==> src/rtl/uart_tx.sv <==
// Asynchronous-serial transmitter: start bit, WIDTH data bits LSB-first,
// optional even parity, stop bit, each held for CLKS_PER_BIT clocks.
module uart_tx #(
    parameter int WIDTH        = 8,
    parameter int CLKS_PER_BIT = 4,
    parameter int PARITY_EN    = 0
) (
    input  logic             clk,
    input  logic             reset,
    input  logic [WIDTH-1:0] d,
    input  logic             valid,
    output logic             ready,
    output logic             tx,
    output logic             busy,
    output logic             done
);

    localparam int CW = (CLKS_PER_BIT > 1) ? $clog2(CLKS_PER_BIT) : 1;
    localparam int IW = $clog2(WIDTH) + 1;
    localparam logic [CW-1:0] CNT_LAST = CW'(CLKS_PER_BIT - 1);
    localparam logic [IW-1:0] IDX_LAST = IW'(WIDTH - 1);

    typedef enum logic [2:0] {
        IDLE,
        START,
        DATA,
        PARITY,
        STOP
    } state_t;

    state_t           state, state_n;
    logic [CW-1:0]    cnt, cnt_n;
    logic [IW-1:0]    idx, idx_n;
    logic [WIDTH-1:0] shift, shift_n;
    logic             par, par_n;
    logic             tx_n, busy_n, done_n;
    logic             bit_end;

    assign ready   = (state == IDLE) && !reset;
    assign bit_end = (cnt == CNT_LAST);

    always_ff @(posedge clk or posedge reset) begin
        if (reset) begin
            state <= IDLE;
            cnt   <= '0;
            idx   <= '0;
            shift <= '0;
            par   <= 1'b0;
            tx    <= 1'b1;
            busy  <= 1'b0;
            done  <= 1'b0;
        end else begin
            state <= state_n;
            cnt   <= cnt_n;
            idx   <= idx_n;
            shift <= shift_n;
            par   <= par_n;
            tx    <= tx_n;
            busy  <= busy_n;
            done  <= done_n;
        end
    end

    // Outputs are registered, so they are derived from the next state/shift
    // values: the start bit then appears on the cycle right after accept.
    always_comb begin
        state_n = state;
        cnt_n   = cnt;
        idx_n   = idx;
        shift_n = shift;
        par_n   = par;

        case (state)
            IDLE: begin
                if (valid && ready) begin
                    state_n = START;
                    cnt_n   = '0;
                    idx_n   = '0;
                    shift_n = d;
                    par_n   = ^d;
                end
            end
            START: begin
                if (bit_end) begin
                    cnt_n   = '0;
                    idx_n   = '0;
                    state_n = DATA;
                end else begin
                    cnt_n = cnt + CW'(1);
                end
            end
            DATA: begin
                if (bit_end) begin
                    cnt_n   = '0;
                    shift_n = shift >> 1;
                    if (idx == IDX_LAST) begin
                        state_n = (PARITY_EN != 0) ? PARITY : STOP;
                    end else begin
                        idx_n = idx + IW'(1);
                    end
                end else begin
                    cnt_n = cnt + CW'(1);
                end
            end
            PARITY: begin
                if (bit_end) begin
                    cnt_n   = '0;
                    state_n = STOP;
                end else begin
                    cnt_n = cnt + CW'(1);
                end
            end
            STOP: begin
                if (bit_end) begin
                    cnt_n   = '0;
                    state_n = IDLE;
                end else begin
                    cnt_n = cnt + CW'(1);
                end
            end
            default: begin
                state_n = IDLE;
                cnt_n   = '0;
            end
        endcase
    end

    always_comb begin
        tx_n   = 1'b1;
        busy_n = (state_n != IDLE);
        done_n = (state == STOP) && (state_n == IDLE);
        case (state_n)
            START:   tx_n = 1'b0;
            DATA:    tx_n = shift_n[0];
            PARITY:  tx_n = par_n;
            default: tx_n = 1'b1;
        endcase
    end

endmodule

==> config.mk <==
export PLATFORM = sky130hd
export DESIGN_NAME = uart_tx
export DESIGN_NICKNAME = d
export VERILOG_FILES = /design/src/rtl/uart_tx.sv
export SDC_FILE = /design/constraint.sdc
export NUM_CORES = 1
export LEC_CHECK = 0
export ABC_CLOCK_PERIOD_IN_PS = 1900
export CAP_MARGIN = 10
export CORE_UTILIZATION = 53
export DETAILED_ROUTE_END_ITERATION = 12
export PLACE_DENSITY = 0.78
export SYNTH_ARGS = -nofsm -noshare
export SYNTH_HDL_FRONTEND = slang
export SYNTH_SLANG_ARGS = --single-unit
==> constraint.sdc <==
create_clock -name clk -period 1.9 [get_ports clk]
set_input_delay 0.38 -clock clk [delete_from_list [all_inputs] [get_ports clk]]
set_output_delay 0.38 -clock clk [all_outputs]
set_load 0.03 [all_outputs]
==> run metrics, run 1 <==
R2R cell count 6; Bufs on Longest Clock Path 2; Post-synth EDFFs 0; gr usage total a little over a fifth; CP delay by family, top flip-flops; via-per-instance ratio just under 6; drt wl/cell ~15 microns; max cap viols 0; number of routed nets with antenna violations 0; largest net degree at the start of global routing 22; maximum vdd drop 924.4 uV; Final Hold Slack about 0.22 ns; # rows 16; max frequency roughly 0.53 GHz; CTS root buf clkbuf_4; worst path required time between 1.5 and 2 ns; ANT cells 0; Detail Placement HPWL approximately 1.7 mm; layout cells sized above 1 roughly a fifth; RSZ-0062 raised after global routing true; Final Max Tran Viols 0; critical path cell sequence buf_12 > or3_4 > nor2_4 > buf_6; share of the synthesized area in the top cell type a little over two fifths; die span in x 48.88 microns; Initial DRC Count 17; Unique masters post-synth 42; Layout Cells excl Fill approximately 160; # clock sinks 21; top_reg_cell synth dfrtp_1; Finish-stage setup viols 0; syn avg cell area ~11 sq um; Max Fanout on Critical Path 10; most frequent cell after synthesis dfrtp_1; CP Launch Type flop; placed cells around 150; syn_nets 122; Worst EP arrival approximately 1.5 ns; vias in the first global route roughly 900; Layout Skew 0.002702 ns; crit path time final 1.871 ns; TritonCTS Buffers 3; YS warnings 0; Synth area leaders dfrtp_1, a221o_1, xnor2_1, and2_1, dfstp_2; total number of vias around 920; min-delay worst type primary input to async pin; Clk pin slew, worst setup/hold paths roughly 0.11 ns; CP endpoint kind output pin; crit share post-route between 90% and 100%; Core Area 2022 sq um; crit path kind flop to output pin; Yosys reg bits 21; Syn Inst Count around 110; # DRC 0; CTS tree yes; Area growth syn-to-layout 25.35%; die height 48.88 microns; port buffer count 14; antenna violations before repair 0; first-pass GRT wire length approximately 3.9 mm; reg2reg end shift[6]$_DFFE_PP0P_; Starting Density roughly 58%; reg2reg start cnt[0]$_DFFE_PP0P_; nets 145; synth cell count leaders dfrtp_1, a221o_1, and2_1, xnor2_1; asr flop ratio synth 100.0%; dominant cell type by area after synthesis dfrtp_1; status finished clean; Initial DRT Pass Iterations 4; Slew @ Worst Pin around 0.42 ns; reg-to-reg slack, setup 0.12 ns; # H-tree levels 1; CP max-delay cell dfrtp_2; Placer Congestion ~0.8; WP buf/inv 2; Lkg Pwr between 0.6 and 0.7 nW; Post-Syn Area around 1200 sq um; Seq/Total Area, Yosys around 45%; Worst slew margin between 70 and 80%; I/O pin cnt 15; drt total wl 2.389 mm; total global routing overflow 0; die area around 2400 sq um; worst skew pair latency slightly above 0.3 ns; Final Hold Viols 0; CP peak stage delay about 0.46 ns; pwr dens 1371 nW/um^2
cells by family after synthesis:
| family | after synthesis | synth area share (%) |
|---|---|---|
| mux | 3 | 2.685 |
| xor+xnor | 7 | 5.263 |
| flops | 21 | 45.22 |
| simple gates | 39 | 22.99 |
| buf+inv | 10 | 4.404 |
| fa+ha+maj | 2 | 2.148 |
| compound gates | 27 | 17.29 |
per-stage QoR:
step                total power, mW  util (%)  setup TNS (ns)  instance area, sq um  worst slack [ns]
global route                  2.142     72.22        -0.02916                  1460          -0.02587
CTS                           1.935     69.37               0                  1403          0.008039
finish                        2.002     72.22               0                  1460           0.02907
global placement              1.651     67.64          -1.576                  1368           -0.2919
detailed placement            1.703     67.64          -1.911                  1368           -0.3235
floorplan                     1.427         -               0                  1165            0.1661
placed cells by master, fill, tap and decap left out, types with 2 or more instances in the layout:
cell type	netlist	layout
dfrtp_1	20	19
a21oi_1	5	5
nor2b_1	2	2
nor2_4	1	2
and3b_1	2	2
buf_4	1	8
xnor2_1	7	7
inv_1	4	4
mux2i_1	2	2
o31ai_1	2	2
dlymetal6s2s_1	0	2
and3_1	2	2
nand2b_1	2	2
clkdlybuf4s50_1	0	11
clkbuf_4	0	3
nor2_1	5	4
and2_1	7	7
nand2_1	3	3
ha_1	2	2
nand3_1	3	3
nand4_1	2	2
o21ai_0	5	5
a221o_1	7	7
area by class of cell:
cell class                      instances  area, sq um
Clock buffer                            4        26.28
Fill cell                             143        561.8
Inverter                                4        15.01
Multi-Input combinational cell         78        605.6
Sequential cell                        21        528.0
Tap cell                               27        33.78
Timing Repair Buffer                   24        251.5
state kept, by name, summed over array words and instances (netlist names):
| register | flops |
|---|---|
| shift | 8 |
| state | 3 |
| busy | 1 |
| par | 1 |
| cnt | 2 |
| done | 1 |
| idx | 4 |
| tx | 1 |
power breakdown:
part	switching [mW]	internal, mW	total [mW]	leakage [nW]
registers	0.122	0.635	0.758	0.260
logic	0.514	0.514	1.03	0.353
clock network	0.134	0.0820	0.216	0.0150
total	0.771	1.23	2.00	0.628
worst min-delay path, stage by stage:
cell and delay (ns):
dlymetal6s2s_1 0.19, inv_1 0.08, buf_4 0.28
routing by layer:
layer	track usage [%]	wire [microns]
met1	26.65	1084
met2	36.57	1161
met3	6.542	94
met4	7.353	49
met5	0	0
worst max-delay path by stage:
stage	cells past startpoint	end	startpoint	slack [ns]
6_report	4	ready	state[2]$_DFF_PP0_	0.03
5_1_grt	4	ready	state[2]$_DFF_PP0_	-0.03
4_1_cts	5	idx[1]$_DFFE_PP0P_	reset	0.008
3_5_place_dp	5	idx[1]$_DFFE_PP0P_	reset	-0.32
3_3_place_gp	5	idx[1]$_DFFE_PP0P_	reset	-0.29
2_1_floorplan	3	ready	state[0]$_DFF_PP0_	0.17
repair_timing:
item	4_1_cts	5_1_grt
setup buffers	0	0
pin swaps	0	0
endpoints found under the hold margin	0	0
resized for setup	2	9
hold buffers	0	0
cloned	0	1
endpoints found under the setup margin	1	4
Note: power is estimated with default switching activity, not from simulation.
==> inputs of run 2 (changes only) <==
- CORE_ASPECT_RATIO: not set -> 0.8
- REMOVE_ABC_BUFFERS: not set -> 1
==> run 2 against run 1 <==
Sequential power is essentially flat. Via count fell by 2.4%. Final cell count fell by 1.3%. Sequential cell count unchanged. Largest cell class unchanged. Largest power group unchanged.
==> run metrics, run 2 (synthesized netlist as in run 1, its figures left out) <==
Finish-stage setup viols 0 (unchanged); # rows 14 (-2); Worst EP arrival 1.49 ns (about the same); met3 Usage GRT 7.368% (+0.83 points); drt total wl 2.283 mm (-4.4%); crit path kind flop to output pin; max cap viols 0 (unchanged); die height 43.93 microns (-10%); Placer Congestion 0.7523 (-7.1%); Final Hold Slack 0.4578 ns (+0.2392 ns); DP Area 1364 sq um (-0.27%); gr usage total 23.36% (+1.5 points); max FFs per register 8 (unchanged); via-per-instance ratio 5.744 (-1.1%); CP max-delay cell dfrtp_1; most common cell after layout, fill and taps aside dfrtp_1; crit path time final 1.868 ns (-0.003304 ns); Slew @ Worst Pin 0.3676 ns (-0.05360 ns); antenna violations before repair 0 (unchanged); port buffer count 14 (unchanged); commonest non-fill, non-tap cells in the layout dfrtp_1, clkdlybuf4s50_1, buf_4; Starting Density 58.85% (+1.2 points); largest net degree at the start of global routing 21 (-4.5%); layout cells sized above 1 20.45% (+0.61 points); min-delay worst type primary input to async pin; CP peak stage delay 0.41 ns (-0.05 ns); M2 GR Usage 38.54% (+2.0 points); max frequency 0.5354 GHz (+0.18%); Placement Setup Slack -0.2657 ns (+0.05783 ns); Lkg Pwr 0.6158 nW (-1.9%); multi-input logic area 598.1 sq um (-1.2%); CTS tree yes; die span in x 54.42 microns (+11%); Clk pin slew, worst setup/hold paths 0.11 ns (about the same); Core Area 1979 sq um (-2.1%); Fill cells 148 (+3.5%); setup_tns 0 ns (unchanged); Largest regs shift (8), idx (4), state (3); Initial DRC Count 15 (-2); worst path required time 1.52 ns (about the same); Final Hold Viols 0 (unchanged); Area growth syn-to-layout 22.56%; Detail Placement HPWL 1.716 mm (+1.9%); drt wl/cell 14.63 microns (-3.2%); critical path cell sequence buf_6 > or3_4 > nor2_1 > buf_4; I/O pin cnt 15 (unchanged); Final Cell Area 1428 sq um (-2.2%); total global routing overflow 0 (unchanged); worst setup margin 0.03237 ns (+0.003303 ns); # DRC 0 (unchanged); Biggest register shift; worst skew pair latency 0.31 ns (about the same); R2R cell count 5 (-1); FF+latch area 528.0 sq um (unchanged); ANT cells 0 (unchanged); nets 146 (+0.69%); Initial DRT Pass Iterations 5 (+1); WP buf/inv 2 (unchanged); Bufs on Longest Clock Path 2 (unchanged); # clock sinks 21 (unchanged); crit share post-route 98.30% (-0.17 points); status finished clean; CP endpoint kind output pin; total number of vias 896 (-2.4%); CP Launch Type flop; TritonCTS Buffers 3 (unchanged); vias in the first global route 911 (+4.0%); Max Fanout on Critical Path 9 (-1); die area 2390 sq um (about the same); WP depth 4 (unchanged); # H-tree levels 1 (unchanged); Worst slew margin 74.86% (+3.7 points); Final Max Tran Viols 0 (unchanged); Layout Skew 0.002707 ns (+0.000005160 ns); pwr dens 1361 nW/um^2 (-0.73%); Most Crowded Layer GR met2; number of routed nets with antenna violations 0 (unchanged); utilization after layout 72.12% (-0.091 points); first-pass GRT wire length 3.891 mm (+0.88%); RSZ-0062 raised after global routing true; maximum vdd drop 963.9 uV (+4.3%); CTS root buf clkbuf_4; CP delay by family, top simple AND/OR/NAND/NOR gates; met1 usage 27.91% (+1.3 points)
run 2: power breakdown:
group	total, mW	switching, mW	internal [mW]
logic	0.972	0.479	0.494
registers	0.757	0.120	0.637
clock network	0.214	0.132	0.0821
total	1.94	0.731	1.21
run 2: layout make-up:
class | count | area share (%)
Multi-Input combinational cell | 78 | 41.89
Sequential cell | 21 | 36.99
Timing Repair Buffer | 25 | 16.13
Tap cell | 24 | 2.103
Clock buffer | 4 | 1.840
Inverter | 4 | 1.052
run 2: final timing paths:
path,end,from,slack (ns)
worst max-delay path,ready,state[0]$_DFF_PP0_,0.03
worst min-delay path,state[0]$_DFF_PP0_,reset,0.46
worst max register to register,idx[1]$_DFFE_PP0P_,state[0]$_DFF_PP0_,0.05
worst min register to register,shift[3]$_DFFE_PP0P_,shift[3]$_DFFE_PP0P_,0.51
max in group asynchronous,tx$_DFF_PP1_,reset,0.97
min in group clk,shift[3]$_DFFE_PP0P_,shift[3]$_DFFE_PP0P_,0.51
run 2: metrics by stage:
stage / std cells / power, mW
3_5_place_dp: 150 / 1.675
6_report: 156 / 1.943
4_1_cts: 155 / 1.925
3_3_place_gp: 150 / 1.639
5_1_grt: 156 / 2.111
2_1_floorplan: 103 / 1.385
run 2: layer usage:
layer / vias up / wire [microns]
met5: - / 0
met4: 0 / 35
met3: 4 / 79
met2: 14 / 1104
met1: 432 / 1063
li1: 446 / -
run 2: repair_timing:
item,in CTS,in global routing
hold buffers,0,0
hold endpoints to repair,0,0
setup buffers,1,1
gates resized for setup,2,5
setup endpoints to repair,1,10
pin swaps,0,2
run 2: tightest hold or removal path, delay by kind of cell:
| kind | cells | cell delay, ns |
|---|---|---|
| buffers and inverters | 3 | 0.78 |
